[config.mk]
export PLATFORM = sky130hd
export DESIGN_NAME = serial_word_receiver
export DESIGN_NICKNAME = d
export VERILOG_FILES = /design/src/rtl/serial_word_receiver_pkg.sv /design/src/rtl/fifo2_buf.sv /design/src/rtl/serial_word_receiver.sv
export SDC_FILE = /design/constraint.sdc
export NUM_CORES = 1
export LEC_CHECK = 0
export CAP_MARGIN = 20
export CORE_MARGIN = 2
export CORE_UTILIZATION = 49
export CTS_BUF_LIST = sky130_fd_sc_hd__clkbuf_16
export DETAILED_ROUTE_END_ITERATION = 6
export GPL_TIMING_DRIVEN = 0
export PLACE_DENSITY = 0.76
export RECOVER_POWER = 50
export SKIP_CTS_REPAIR_TIMING = 1
export SYNTH_ARGS = -nofsm -noshare
export SYNTH_HDL_FRONTEND = slang
export SYNTH_HIERARCHICAL = 1
export SYNTH_SLANG_ARGS = --single-unit
[constraint.sdc]
create_clock -name CLOCK -period 1.85 [get_ports CLOCK]
set_input_delay 0.185 -clock CLOCK [delete_from_list [all_inputs] [get_ports CLOCK]]
set_output_delay 0.185 -clock CLOCK [all_outputs]
set_load 0.01 [all_outputs]
[src/rtl/serial_word_receiver_pkg.sv]
// Shared definitions for the serial word receiver: FSM state encoding and
// the default payload width.
package serial_word_receiver_pkg;

  localparam int DATA_W_DEF = 8;

  typedef enum logic [1:0] {
    IDLE = 2'd0,
    DATA = 2'd1,
    STOP = 2'd2
  } state_e;

endpackage

[src/rtl/fifo2_buf.sv]
// Two-entry word buffer with head/tail registers; head is always the oldest word.
// A push into a full buffer is ignored unless a pop happens on the same edge.
module fifo2_buf #(
  parameter int DATA_W = 8
) (
  input  logic              clk_i,
  input  logic              rst_i,
  input  logic              push_i,
  input  logic [DATA_W-1:0] push_dat_i,
  input  logic              pop_i,
  output logic              vld_o,
  output logic              full_o,
  output logic [DATA_W-1:0] dat_o
);

  logic [DATA_W-1:0] head_q, head_d;
  logic [DATA_W-1:0] tail_q, tail_d;
  logic [1:0]        cnt_q, cnt_d;
  logic              do_pop;
  logic              do_push;

  assign vld_o  = (cnt_q != 2'd0);
  assign full_o = (cnt_q == 2'd2);
  assign dat_o  = head_q;

  assign do_pop  = pop_i && vld_o;
  assign do_push = push_i && (!full_o || do_pop);

  always_comb begin
    head_d = head_q;
    tail_d = tail_q;
    cnt_d  = cnt_q;
    case ({do_push, do_pop})
      2'b10: begin
        if (cnt_q == 2'd0) head_d = push_dat_i;
        else               tail_d = push_dat_i;
        cnt_d = cnt_q + 2'd1;
      end
      2'b01: begin
        head_d = tail_q;
        cnt_d  = cnt_q - 2'd1;
      end
      2'b11: begin
        // Simultaneous push/pop keeps the count; the incoming word lands behind
        // whatever survives the pop.
        if (cnt_q == 2'd1) begin
          head_d = push_dat_i;
        end else begin
          head_d = tail_q;
          tail_d = push_dat_i;
        end
      end
      default: ;
    endcase
  end

  always_ff @(posedge clk_i) begin
    if (rst_i) begin
      head_q <= '0;
      tail_q <= '0;
      cnt_q  <= 2'd0;
    end else begin
      head_q <= head_d;
      tail_q <= tail_d;
      cnt_q  <= cnt_d;
    end
  end

endmodule

[src/rtl/serial_word_receiver.sv]
// Deserialises frames (start 1, DATA_W bits MSB first, stop 0) into a 2-entry
// buffer with valid/ready output, frame-error pulse and sticky overrun flag.
module serial_word_receiver
  import serial_word_receiver_pkg::*;
#(
  parameter int DATA_W = DATA_W_DEF
) (
  input  logic              CLOCK,
  input  logic              RESET,
  input  logic              Y_IN,
  output logic [DATA_W-1:0] DATA_OUT,
  output logic              VALID_OUT,
  input  logic              READY_IN,
  output logic              FRAME_ERR,
  output logic              OVERRUN,
  input  logic              CLR_OVR
);

  localparam int CNT_W = $clog2(DATA_W);

  state_e            state_q, state_d;
  logic [CNT_W-1:0]  cnt_q, cnt_d;
  logic [DATA_W-1:0] shift_q, shift_d;
  logic              ferr_q, ferr_d;
  logic              ovr_q, ovr_d;
  logic              push;
  logic              pop;
  logic              buf_full;

  assign pop = VALID_OUT && READY_IN;

  always_comb begin
    state_d = state_q;
    cnt_d   = cnt_q;
    shift_d = shift_q;
    ferr_d  = 1'b0;
    push    = 1'b0;
    case (state_q)
      IDLE: begin
        if (Y_IN) begin
          state_d = DATA;
          cnt_d   = CNT_W'(DATA_W - 1);
        end
      end
      DATA: begin
        shift_d = {shift_q[DATA_W-2:0], Y_IN};
        if (cnt_q == '0) state_d = STOP;
        else             cnt_d   = cnt_q - CNT_W'(1);
      end
      STOP: begin
        // Always return to IDLE so a bad stop bit of 1 is never a new start.
        state_d = IDLE;
        if (Y_IN) ferr_d = 1'b1;
        else      push   = 1'b1;
      end
      default: state_d = IDLE;
    endcase
  end

  always_comb begin
    ovr_d = ovr_q;
    if (push && buf_full && !pop) ovr_d = 1'b1;
    else if (CLR_OVR)             ovr_d = 1'b0;
  end

  always_ff @(posedge CLOCK) begin
    if (RESET) begin
      state_q <= IDLE;
      cnt_q   <= '0;
      shift_q <= '0;
      ferr_q  <= 1'b0;
      ovr_q   <= 1'b0;
    end else begin
      state_q <= state_d;
      cnt_q   <= cnt_d;
      shift_q <= shift_d;
      ferr_q  <= ferr_d;
      ovr_q   <= ovr_d;
    end
  end

  fifo2_buf #(
    .DATA_W (DATA_W)
  ) u_buf (
    .clk_i      (CLOCK),
    .rst_i      (RESET),
    .push_i     (push),
    .push_dat_i (shift_q),
    .pop_i      (pop),
    .vld_o      (VALID_OUT),
    .full_o     (buf_full),
    .dat_o      (DATA_OUT)
  );

  assign FRAME_ERR = ferr_q;
  assign OVERRUN   = ovr_q;

endmodule

Yosys cells after proc, flatten, opt, wreduce, memory -nomap -nowiden
Index checks and enable logic that the tools add are counted.

Equal/unequal tests: 13. Multiplexer cells: 18. Bitwise logic cells: 1. Add/sub/neg operators: 3. Reduce and logical (&&, ||, !) cells: 22.

Operators with widths (count): $mux W8 (4); $pmux W8 S3 (1); $pmux W8 S2 (1); $ne A2 B2 Y1 const B (5); $reduce_bool A2 Y1 (5); $eq A2 B2 Y1 const B (4); $pmux W2 S2 (2); $eq A2 B1 Y1 const B (3); $mux W3 (2); $pmux W3 S2 (1); $reduce_and A3 Y1 (2); $logic_and A1 B1 Y1 (5); $mux W1 (5); $logic_not A2 Y1 (2); $mux W2 (2); $reduce_and A2 Y1 (2); $logic_not A3 Y1 (1); $reduce_bool A3 Y1 (1); $sub A3 B1 Y3 const B (1); $add A2 B1 Y2 const B (1); $logic_not A1 Y1 (2); $ne A2 B1 Y1 const B (1); $reduce_or A2 Y1 (1); $sub A2 B1 Y2 const B (1); other kinds (2) (2).

Register bits after elaboration: 33.

Logic depth before layout (Yosys ltp)
Gate-level depths: netlist (run 1).

Depth in word-level cells: 8. Mapped depth: 11. Gate-level depth less buffers: 9.

Cells and area by module
Netlist (run 1), hierarchy kept.

Modules (own cells, without submodules): fifo2_buf (seq. area each 360.3 um^2, cells each 94, instances 1, area each 868.3 um^2); serial_word_receiver (seq. area each 300.3 um^2, cells each 66, instances 1, area each 578.1 um^2).

Least setup slack after synthesis (run 1)
OpenSTA, ideal clock, no wires.

Path kind: register to register. Start: register state_q[1]. End: register u_buf.head_q[2], in the netlist u_buf/dat_o[2]. Required time: 1.762 ns. Cell stages (with the launch flop): 7. Library setup time: 0.088 ns. Setup slack: 0.085 ns. Buffers on the path: 1. Arrival: 1.677 ns. Path through: dfxtp_1 > nor3b_1 > and2b_1 > a21o_4 > buf_8 > nor2_2 > a311oi_2.

Word-level cells in the longest chain between the ends: 6.

RTL lines: start, declared (RTL line serial_word_receiver.sv:21) `state_e state_q, state_d;`; start signal, assigned (RTL line serial_word_receiver.sv:74) `state_q <= state_d;`; $eq A2 B2 Y1 * (RTL line serial_word_receiver.sv:38) `case (state_q)`; $mux W1 * (RTL line serial_word_receiver.sv:38); named net push (RTL line serial_word_receiver.sv:26) `logic push;`; $logic_and A1 B1 Y1 * (RTL line fifo2_buf.sv:27) `assign do_push = push_i && (!full_o || do_pop);`; $eq A2 B2 Y1 or $eq A2 B1 Y1 (tied branches) (RTL line fifo2_buf.sv:33) `case ({do_push, do_pop})`; $ne A2 B1 Y1 (no source line) or $reduce_bool A3 Y1 (tied branches); $reduce_and A2 Y1 (no source line); end signal, assigned (RTL line fifo2_buf.sv:59) `head_q <= '0;`; end signal, assigned (RTL line fifo2_buf.sv:63) `head_q <= head_d;`; end, declared (RTL line fifo2_buf.sv:16) `logic [DATA_W-1:0] head_q, head_d;`.

Mark *: on every way through the listed nets, which the timed path passes. The rest lies on a longest branch. A chain may end at the register's enable or synchronous reset.

Final worst setup path (run 1)
Start: register u_buf.cnt_q[0]. End: register u_buf.head_q[1], in the netlist u_buf/dat_o[1].

Word-level cells in the longest chain between the ends: 8.

RTL lines: start, declared (RTL line fifo2_buf.sv:18) `logic [1:0] cnt_q, cnt_d;`; start signal, assigned (RTL line fifo2_buf.sv:65) `cnt_q <= cnt_d;`; $reduce_bool A2 Y1 * (RTL line fifo2_buf.sv:22) `assign vld_o = (cnt_q != 2'd0);`; $logic_and A1 B1 Y1 * (RTL line serial_word_receiver.sv:30) `assign pop = VALID_OUT && READY_IN;`; named net pop (RTL line serial_word_receiver.sv:27) `logic pop;`; $logic_and A1 B1 Y1 * (RTL line fifo2_buf.sv:26) `assign do_pop = pop_i && vld_o;`; $logic_or A1 B1 Y1 (RTL line fifo2_buf.sv:27); $logic_and A1 B1 Y1 (RTL line fifo2_buf.sv:27); $eq A2 B2 Y1 or $eq A2 B1 Y1 (tied branches) (RTL line fifo2_buf.sv:33); $ne A2 B1 Y1 (no source line) or $reduce_bool A3 Y1 (tied branches); $reduce_and A2 Y1 (no source line).

Marked as above.

==> results of run 1 <==
==> worst max-delay path: cells and delay by family, from the launching register on <==
kind                       cells  cell delay (ps)
buffers and inverters          5              530
and+or+nand+nor                2              230
DFF                            1              330
AOI/OAI and AO/OA              2              480
adders and majority gates      1              160
==> stage by stage <==
stage / instance area, µm² / hold slack (ps)
detailed placement: 1640 / 475
global route: 1880 / 524
CTS: 1770 / 482
floorplan: 1450 / 261
finish: 1880 / 475
global placement: 1640 / 468
==> cells by family (layout without fill, tap and decap cells) <==
kind of cell,count (synthesis),after routing,synth area share
compound gates,25,25,0.139
xor+xnor,1,1,0.00606
fa+ha+maj,5,5,0.0433
buf+inv,17,43,0.0614
flops,33,33,0.457
mux,12,12,0.0839
simple gates,67,67,0.209
==> cell usage in the layout, fill, tap and decap left out, types with 3 or more instances in the layout <==
cell type	instances
inv_2	4
a21oi_1	8
dfxtp_1	31
clkbuf_1	3
mux2i_1	11
dlygate4sd3_1	10
clkdlybuf4s50_1	5
nand3_1	8
a311oi_2	5
a311oi_1	4
ha_1	4
nand2_1	26
a221oi_1	3
clkbuf_16	6
inv_1	6
nor2_1	21
==> registers in the layout, summed over array words and instances (netlist names) <==
register,cells
shift_q,8
cnt_q,3
u_buf/cnt_q,2
OVERRUN,1
u_buf/dat_o,8
state_q,2
FRAME_ERR,1
u_buf/tail_q,8
==> power by group <==
part | internal [µW] | switching [µW] | leakage (µW)
logic | 78.0 | 88.4 | 0.000410
registers | 736 | 16.6 | 0.000268
clock network | 487 | 269 | 0.0000748
==> worst max-delay path by stage <==
stage / startpoint / endpoint / cells after the start
after floorplan: state_q[1]$_SDFFE_PP0P_ / u_buf/dat_o[2]$_SDFFE_PP0P_ / 6
after global placement: Y_IN / u_buf/dat_o[3]$_SDFFE_PP0P_ / 6
after detailed placement: Y_IN / u_buf/dat_o[6]$_SDFFE_PP0P_ / 6
after CTS: state_q[1]$_SDFFE_PP0P_ / u_buf/dat_o[6]$_SDFFE_PP0P_ / 5
after global routing: u_buf/cnt_q[0]$_SDFFE_PP0P_ / u_buf/dat_o[1]$_SDFFE_PP0P_ / 10
final: u_buf/cnt_q[0]$_SDFFE_PP0P_ / u_buf/dat_o[1]$_SDFFE_PP0P_ / 10
==> area by class of cell <==
type | instances | area, µm² | share of cell area
buffer | 8 | 55.1 | 0.0293
clock inverter | 3 | 13.8 | 0.00731
tap | 31 | 38.8 | 0.0206
clock buffer | 5 | 125 | 0.0665
timing repair buffer | 18 | 203 | 0.108
multi-input combinational | 110 | 749 | 0.398
inverter | 9 | 33.8 | 0.0180
sequential | 33 | 663 | 0.352
==> metal layers <==
layer / routed length [µm] / track usage / vias up
met5: 0 / 0 / -
met4: 55 / 0.0797 / 0
met3: 106 / 0.0462 / 6
met2: 1620 / 0.332 / 21
met1: 1260 / 0.203 / 554
li1: - / - / 603
==> key figures, run 1 <==
Timing
  – Final setup fails: 0
  – Worst setup margin: just under 10 ps
  – Clock Skew: 3.90 ps
  – Endpoints failing hold: 0
  – Fmax: 0.543 GHz
  – Worst-Margin Slew: between 500 and 600 ps
  – Tmin final: about 1800 ps
  – Slew margin rel.: 0.648
  – Setup TNS: 0 ps
  – Max-slew violation count: 0
  – Crit share post-route: 0.995

Drt
  – WL per Instance: 14.0 µm
  – Remaining DRCs: 0
  – Vias post-DR: 1,184
  – Vias per cell: 5.46
  – Routed Antenna Nets: 0
  – Final WL: slightly above 3 mm
  – Starting DRT DRC Count: 33
  – Detailed-router iteration count before antenna repair: 4

Logic synthesis
  – Netlist cell types: 31
  – Share of the synthesized area in the top cell type: 0.457
  – Register area share after synthesis: 0.457
  – Yosys top cell by area: dfxtp_1
  – Synthesized area per cell: 9.04 µm²
  – Synth Instances: 160
  – Most common library cells after synthesis: 33 x dfxtp_1, 27 x nand2_1, 21 x nor2_1, 11 x mux2i_1, 9 x inv_1
  – Synth async-reset ratio: 0
  – Yosys reg bits: 33
  – Most frequent cell after synthesis: dfxtp_1
  – Top FF cell, synth: dfxtp_1
  – Syn nets: between 150 and 200
  – Post-synth EDFFs: 0
  – YS warnings: 6
  – Largest cells by area after synthesis: dfxtp_1 46%, mux2i_1 7.6%, nand2_1 7.0%
  – Synthesized area: 1450 µm²

Outcome
  – Status: finished, final reports clean

Worst setup path
  – Reg-to-Reg End: u_buf/dat_o[1]$_SDFFE_PP0P_
  – Reg2Reg Depth: 10
  – Crit path cell chain: inv_2, ha_4, inv_2, nand2_1, inv_2, nor2b_1, buf_4, a21o_4, clkbuf_16, a311oi_1
  – Most used cell, CP: inv_2
  – Worst Path Max Fanout: 5
  – Setup crit start kind: register
  – R2R setup slack: 10 ps
  – R2r startpoint: u_buf/cnt_q[0]$_SDFFE_PP0P_
  – Crit end category: register
  – Setup CP Type: register to register
  – WP data required: 2010 ps
  – Critical Path Slowest Stage Cell: dfxtp_2
  – Worst path arrival time: ~2000 ps
  – Max incr delay on CP: approximately 330 ps

Die
  – Num rows: 19
  – Core area: 2780 µm²
  – Die Ht: between 50 and 60 µm
  – Die ar.: approximately 3400 µm²
  – Initial Util: 0.520
  – Die Width: 58.3 µm
  – I/O pin count: 16

Hold path
  – Hold depth: 2
  – Hold Crit Endpoint: OVERRUN$_SDFFE_PP0P_
  – HP Start: OVERRUN$_SDFFE_PP0P_
  – Worst hold path class: register to register

Job
  – Max cap viols: 0

Cells and area
  – Synth-to-Final Area Change: 30.1%
  – Filler cell count: roughly 220
  – Finished Layout Cells: 217
  – Final net count: 195
  – ANT cells: 0
  – Layout Utilization: 0.677
  – Share of cells above drive strength 1: 0.194

Clocking
  – Total CTS buffers: 5
  – Clock-pin slew of the registers on the worst-case setup and hold paths: 50 ps
  – CTS root buf: clkbuf_16
  – TritonCTS Sinks: 33
  – CTS tree: yes
  – Clock buffer depth: 2
  – Clock Latency Late Sink: 270 ps
  – Total number of H-tree levels: 2

Place
  – GPL Wtd Cong: about 0.74
  – DP Cell Count: slightly above 200
  – Pre-CTS setup slack: -575 ps
  – I/O Buffers: 15
  – Hpwl dp: 2.12 mm

GRT
  – Initial antenna violation count: 0
  – First-pass GRT wire length: 4.73 mm
  – Vias in the first global route: 1,136
  – GRT Residual Overflow: 0
  – Largest net degree at the start of global routing: 11
  – Tot GR Track Use: 0.184

Pwr
  – Power Dens Cells: 890 nW/µm²
  – Leakage: 0.000753 µW
  – Max VDD drop: 0.959 mV
  – Power consumption: 1670 µW
No activity file was read; power rests on OpenSTA's default activity.
==> run 2, diff against run 1 <==
Settings changed: SLEW_MARGIN from default to 30.
==> results of run 2 <==
Same layout as run 1: the final DEF is identical, and so are final timing and power.
==> run 3, diff against run 2 <==
Settings changed: ABC_AREA from default to 1, CORE_UTILIZATION 49 to 50.
==> run 3 against run 2 <==
Die area rose by 12%. Critical path depth rose by 2. Clock power rose by 0.7%. Clock skew rose by 2.9 ps. First-iteration DRC count rose by 140%. Final area rose by 10%. Register-to-register slack improved by 120 ps. Flip-flop and latch count did not move. Critical path type unchanged. Critical endpoint is now u_buf/tail_q[5]$_SDFFE_PP0P_. Highest routed layer unchanged.
==> key figures, run 3 <==
Hold path
  – HP Start: OVERRUN$_SDFFE_PP0P_
  – Hold depth: 2 (unchanged)
  – Hold Crit Endpoint: OVERRUN$_SDFFE_PP0P_
  – Worst hold path class: register to register

Logic synthesis
  – Most common library cells after synthesis: 47 x nor2_1, 43 x inv_1, 39 x nand2_1, 33 x dfxtp_1, 13 x o21ai_1
  – Xor and xnor area share after synthesis: 0 (-0.00606)
  – Yosys reg bits: 33 (unchanged)
  – Syn nets: 246 (+45%)
  – Largest cells by area after synthesis: dfxtp_1 40%, nor2_1 11%, inv_1 9.7%
  – Synth Instances: 236 (+48%)
  – YS warnings: 6 (unchanged)
  – Yosys top cell by area: dfxtp_1
  – Mux cell area share after synthesis: 0 (-0.0839)
  – Register area share after synthesis: 0.397 (-0.0595)
  – Adder-cell area share of the yosys netlist: 0.0376 (-0.00563)
  – Most frequent cell after synthesis: nor2_1
  – Synthesized area per cell: 7.05 µm² (-22%)
  – Netlist cell types: 26 (-16%)
  – Synth Area in Compound Gates: 0.0775 (-0.0618)
  – Post-synth EDFFs: 0 (unchanged)
  – Largest family of logic cells by synthesized area: simple AND/OR/NAND/NOR gates
  – Synth async-reset ratio: 0 (unchanged)
  – Synthesized area: 1660 µm² (+15%)
  – Top FF cell, synth: dfxtp_1
  – Post-Synth Simple-Gate Area: 0.352 (+0.143)
  – Share of the synthesized area in the top cell type: 0.397 (-0.0595)

GRT
  – Tot GR Track Use: 0.209 (+0.0252)
  – Largest net degree at the start of global routing: 13 (+2)
  – GRT Residual Overflow: 0 (unchanged)
  – Initial antenna violation count: 0 (unchanged)
  – First-pass GRT wire length: 5.66 mm (+20%)
  – Vias in the first global route: 1,297 (+14%)

Cells and area
  – Share of cells above drive strength 1: 0.133 (-0.0605)
  – Synth-to-Final Area Change: 25.0%
  – ANT cells: 0 (unchanged)
  – Filler cell count: 288 (+30%)
  – Final net count: 272 (+39%)
  – Most frequent cells in the layout: 47 x nor2_1, 44 x inv_1, 39 x nand2_1, 31 x dfxtp_1, 12 x o21ai_0
  – Commonest non-fill, non-tap cell in the layout: nor2_1

Drt
  – Starting DRT DRC Count: 78 (+140%)
  – Remaining DRCs: 0 (unchanged)
  – WL per Instance: 11.1 µm (-21%)
  – Vias per cell: 4.77 (-13%)
  – Detailed-router iteration count before antenna repair: 4 (unchanged)
  – Vias post-DR: 1,464 (+24%)
  – Routed Antenna Nets: 0 (unchanged)
  – Final WL: 3.40 mm (+12%)

Pwr
  – Leakage: 0.000986 µW (+31%)
  – Power consumption: 1750 µW (+4.5%)
  – Power Dens Cells: 842 nW/µm² (-5.4%)
  – Max VDD drop: 0.590 mV (-39%)

Worst setup path
  – R2r startpoint: u_buf/cnt_q[1]$_SDFFE_PP0P_
  – Worst path arrival time: 1940 ps (-60 ps)
  – CP Buf/Inv Count: 5 (unchanged)
  – Max incr delay on CP: 330 ps (about the same)
  – CP top delay family: simple AND/OR/NAND/NOR gates
  – Reg2Reg Depth: 12 (+2)
  – Reg-to-Reg End: u_buf/tail_q[5]$_SDFFE_PP0P_
  – Setup CP Type: register to register
  – Setup crit start kind: register
  – Critical Path Slowest Stage Cell: dfxtp_2
  – Crit path cell chain: inv_1, ha_4, inv_4, buf_12, nand2_1, inv_2, nand3_2, nand2_4, nand3_4, nand2_1, inv_1, nor2_1
  – WP data required: 2060 ps (+50 ps)
  – Worst Path Max Fanout: 12 (+7)
  – R2R setup slack: 130 ps (+120 ps)
  – Crit end category: register

Place
  – I/O Buffers: 15 (unchanged)
  – Hpwl dp: 2.35 mm (+11%)
  – GPL Wtd Cong: 0.813 (+10%)

Clocking
  – Clock buffer depth: 2 (unchanged)
  – CTS tree: yes
  – Total CTS buffers: 5 (unchanged)
  – TritonCTS Sinks: 33 (unchanged)
  – CTS root buf: clkbuf_16
  – Total number of H-tree levels: 2 (unchanged)
  – Clock-pin slew of the registers on the worst-case setup and hold paths: 50 ps (about the same)
  – Clock Latency Late Sink: 280 ps (about the same)

Die
  – Num rows: 20 (+1)
  – Die ar.: 3800 µm² (+12%)
  – Die Ht: 61.7 µm (+5.7%)
  – Core area: 3100 µm² (+12%)
  – Die Width: 61.7 µm (+5.7%)
  – Initial Util: 0.536 (+0.0159)
  – I/O pin count: 16 (unchanged)

Timing
  – Crit share post-route: 0.931 (-0.0636)
  – Worst-Margin Slew: 471 ps (-56.1 ps)
  – Fmax: 0.581 GHz (+6.8%)
  – Tmin final: 1720 ps (-118 ps)
  – Clock Skew: 6.81 ps (+2.90 ps)
  – Slew margin rel.: 0.686 (+0.0374)
  – Final setup fails: 0 (unchanged)
  – Max-slew violation count: 0 (unchanged)
  – Endpoints failing hold: 0 (unchanged)
  – Setup TNS: 0 ps (unchanged)

Outcome
  – Status: finished, final reports clean

Job
  – Max cap viols: 0 (unchanged)
## run 3: changes by cell type in the layout (fill, tap and decap cells not counted), sizes merged, moves of 11 or more
cell   before  now
nand2      28   45
o21ai       1   21
mux2i      11    0
nand4       0   11
nor2       23   51
inv        10   50
## run 3: worst max-delay path by stage
stage	startpoint	endpoint	slack [ps]	depth (start not counted)
2_1_floorplan	u_buf/cnt_q[0]$_SDFFE_PP0P_	u_buf/tail_q[0]$_SDFFE_PP0P_	90	11
3_3_place_gp	u_buf/cnt_q[0]$_SDFFE_PP0P_	u_buf/tail_q[5]$_SDFFE_PP0P_	-140	11
3_5_place_dp	u_buf/cnt_q[0]$_SDFFE_PP0P_	u_buf/tail_q[6]$_SDFFE_PP0P_	-200	11
4_1_cts	u_buf/cnt_q[0]$_SDFFE_PP0P_	u_buf/tail_q[5]$_SDFFE_PP0P_	-190	11
5_1_grt	u_buf/cnt_q[1]$_SDFFE_PP0P_	u_buf/tail_q[4]$_SDFFE_PP0P_	-30	12
6_report	u_buf/cnt_q[1]$_SDFFE_PP0P_	u_buf/tail_q[5]$_SDFFE_PP0P_	130	12
## run 3: through the flow
step	worst slack [ps]	cell area [µm²]	utilization	hold WS (ps)	cells
floorplan	85.5	1660	-	254	236
global placement	-141	1870	0.602	453	295
detailed placement	-196	1870	0.602	456	295
CTS	-189	2000	0.646	468	303
global route	-25.6	2080	0.670	505	307
finish	127	2080	0.670	464	307
## run 3: kinds of logic after synthesis
| family | Yosys count |
|---|---|
| AO/OA/AOI/OAI | 25 |
| adder cells (fa/ha/maj) | 5 |
| buffers and inverters | 52 |
| flip-flops | 33 |
| AND/OR/NAND/NOR | 121 |
## run 3: cell type report
cell class | instances | area [µm²] | share of cell area
Timing Repair Buffer | 19 | 183 | 0.0879
Clock inverter | 3 | 11.3 | 0.00542
Clock buffer | 5 | 125 | 0.0602
Buffer | 5 | 53.8 | 0.0259
Inverter | 47 | 179 | 0.0861
Sequential cell | 33 | 663 | 0.319
Multi-Input combinational cell | 151 | 808 | 0.389
Tap cell | 44 | 55.1 | 0.0265
## run 3: where the power goes
part	leakage, µW	switching, µW	internal (µW)
combinational	0.000639	121	85.1
clock	0.0000776	279	482
sequential	0.000270	30.9	753
total	0.000986	430	1320
## run 3: worst min-delay path, cell delays in order (launching register included)
cell     delay, ps
dfxtp_1        300
nand2_1         60
a21oi_1         50
## run 3: metal layers
metal / part of all wire / GRT usage
met5: 0 / 0
met4: 0.017 / 0.0912
met3: 0.039 / 0.0693
met2: 0.48 / 0.340
met1: 0.46 / 0.253
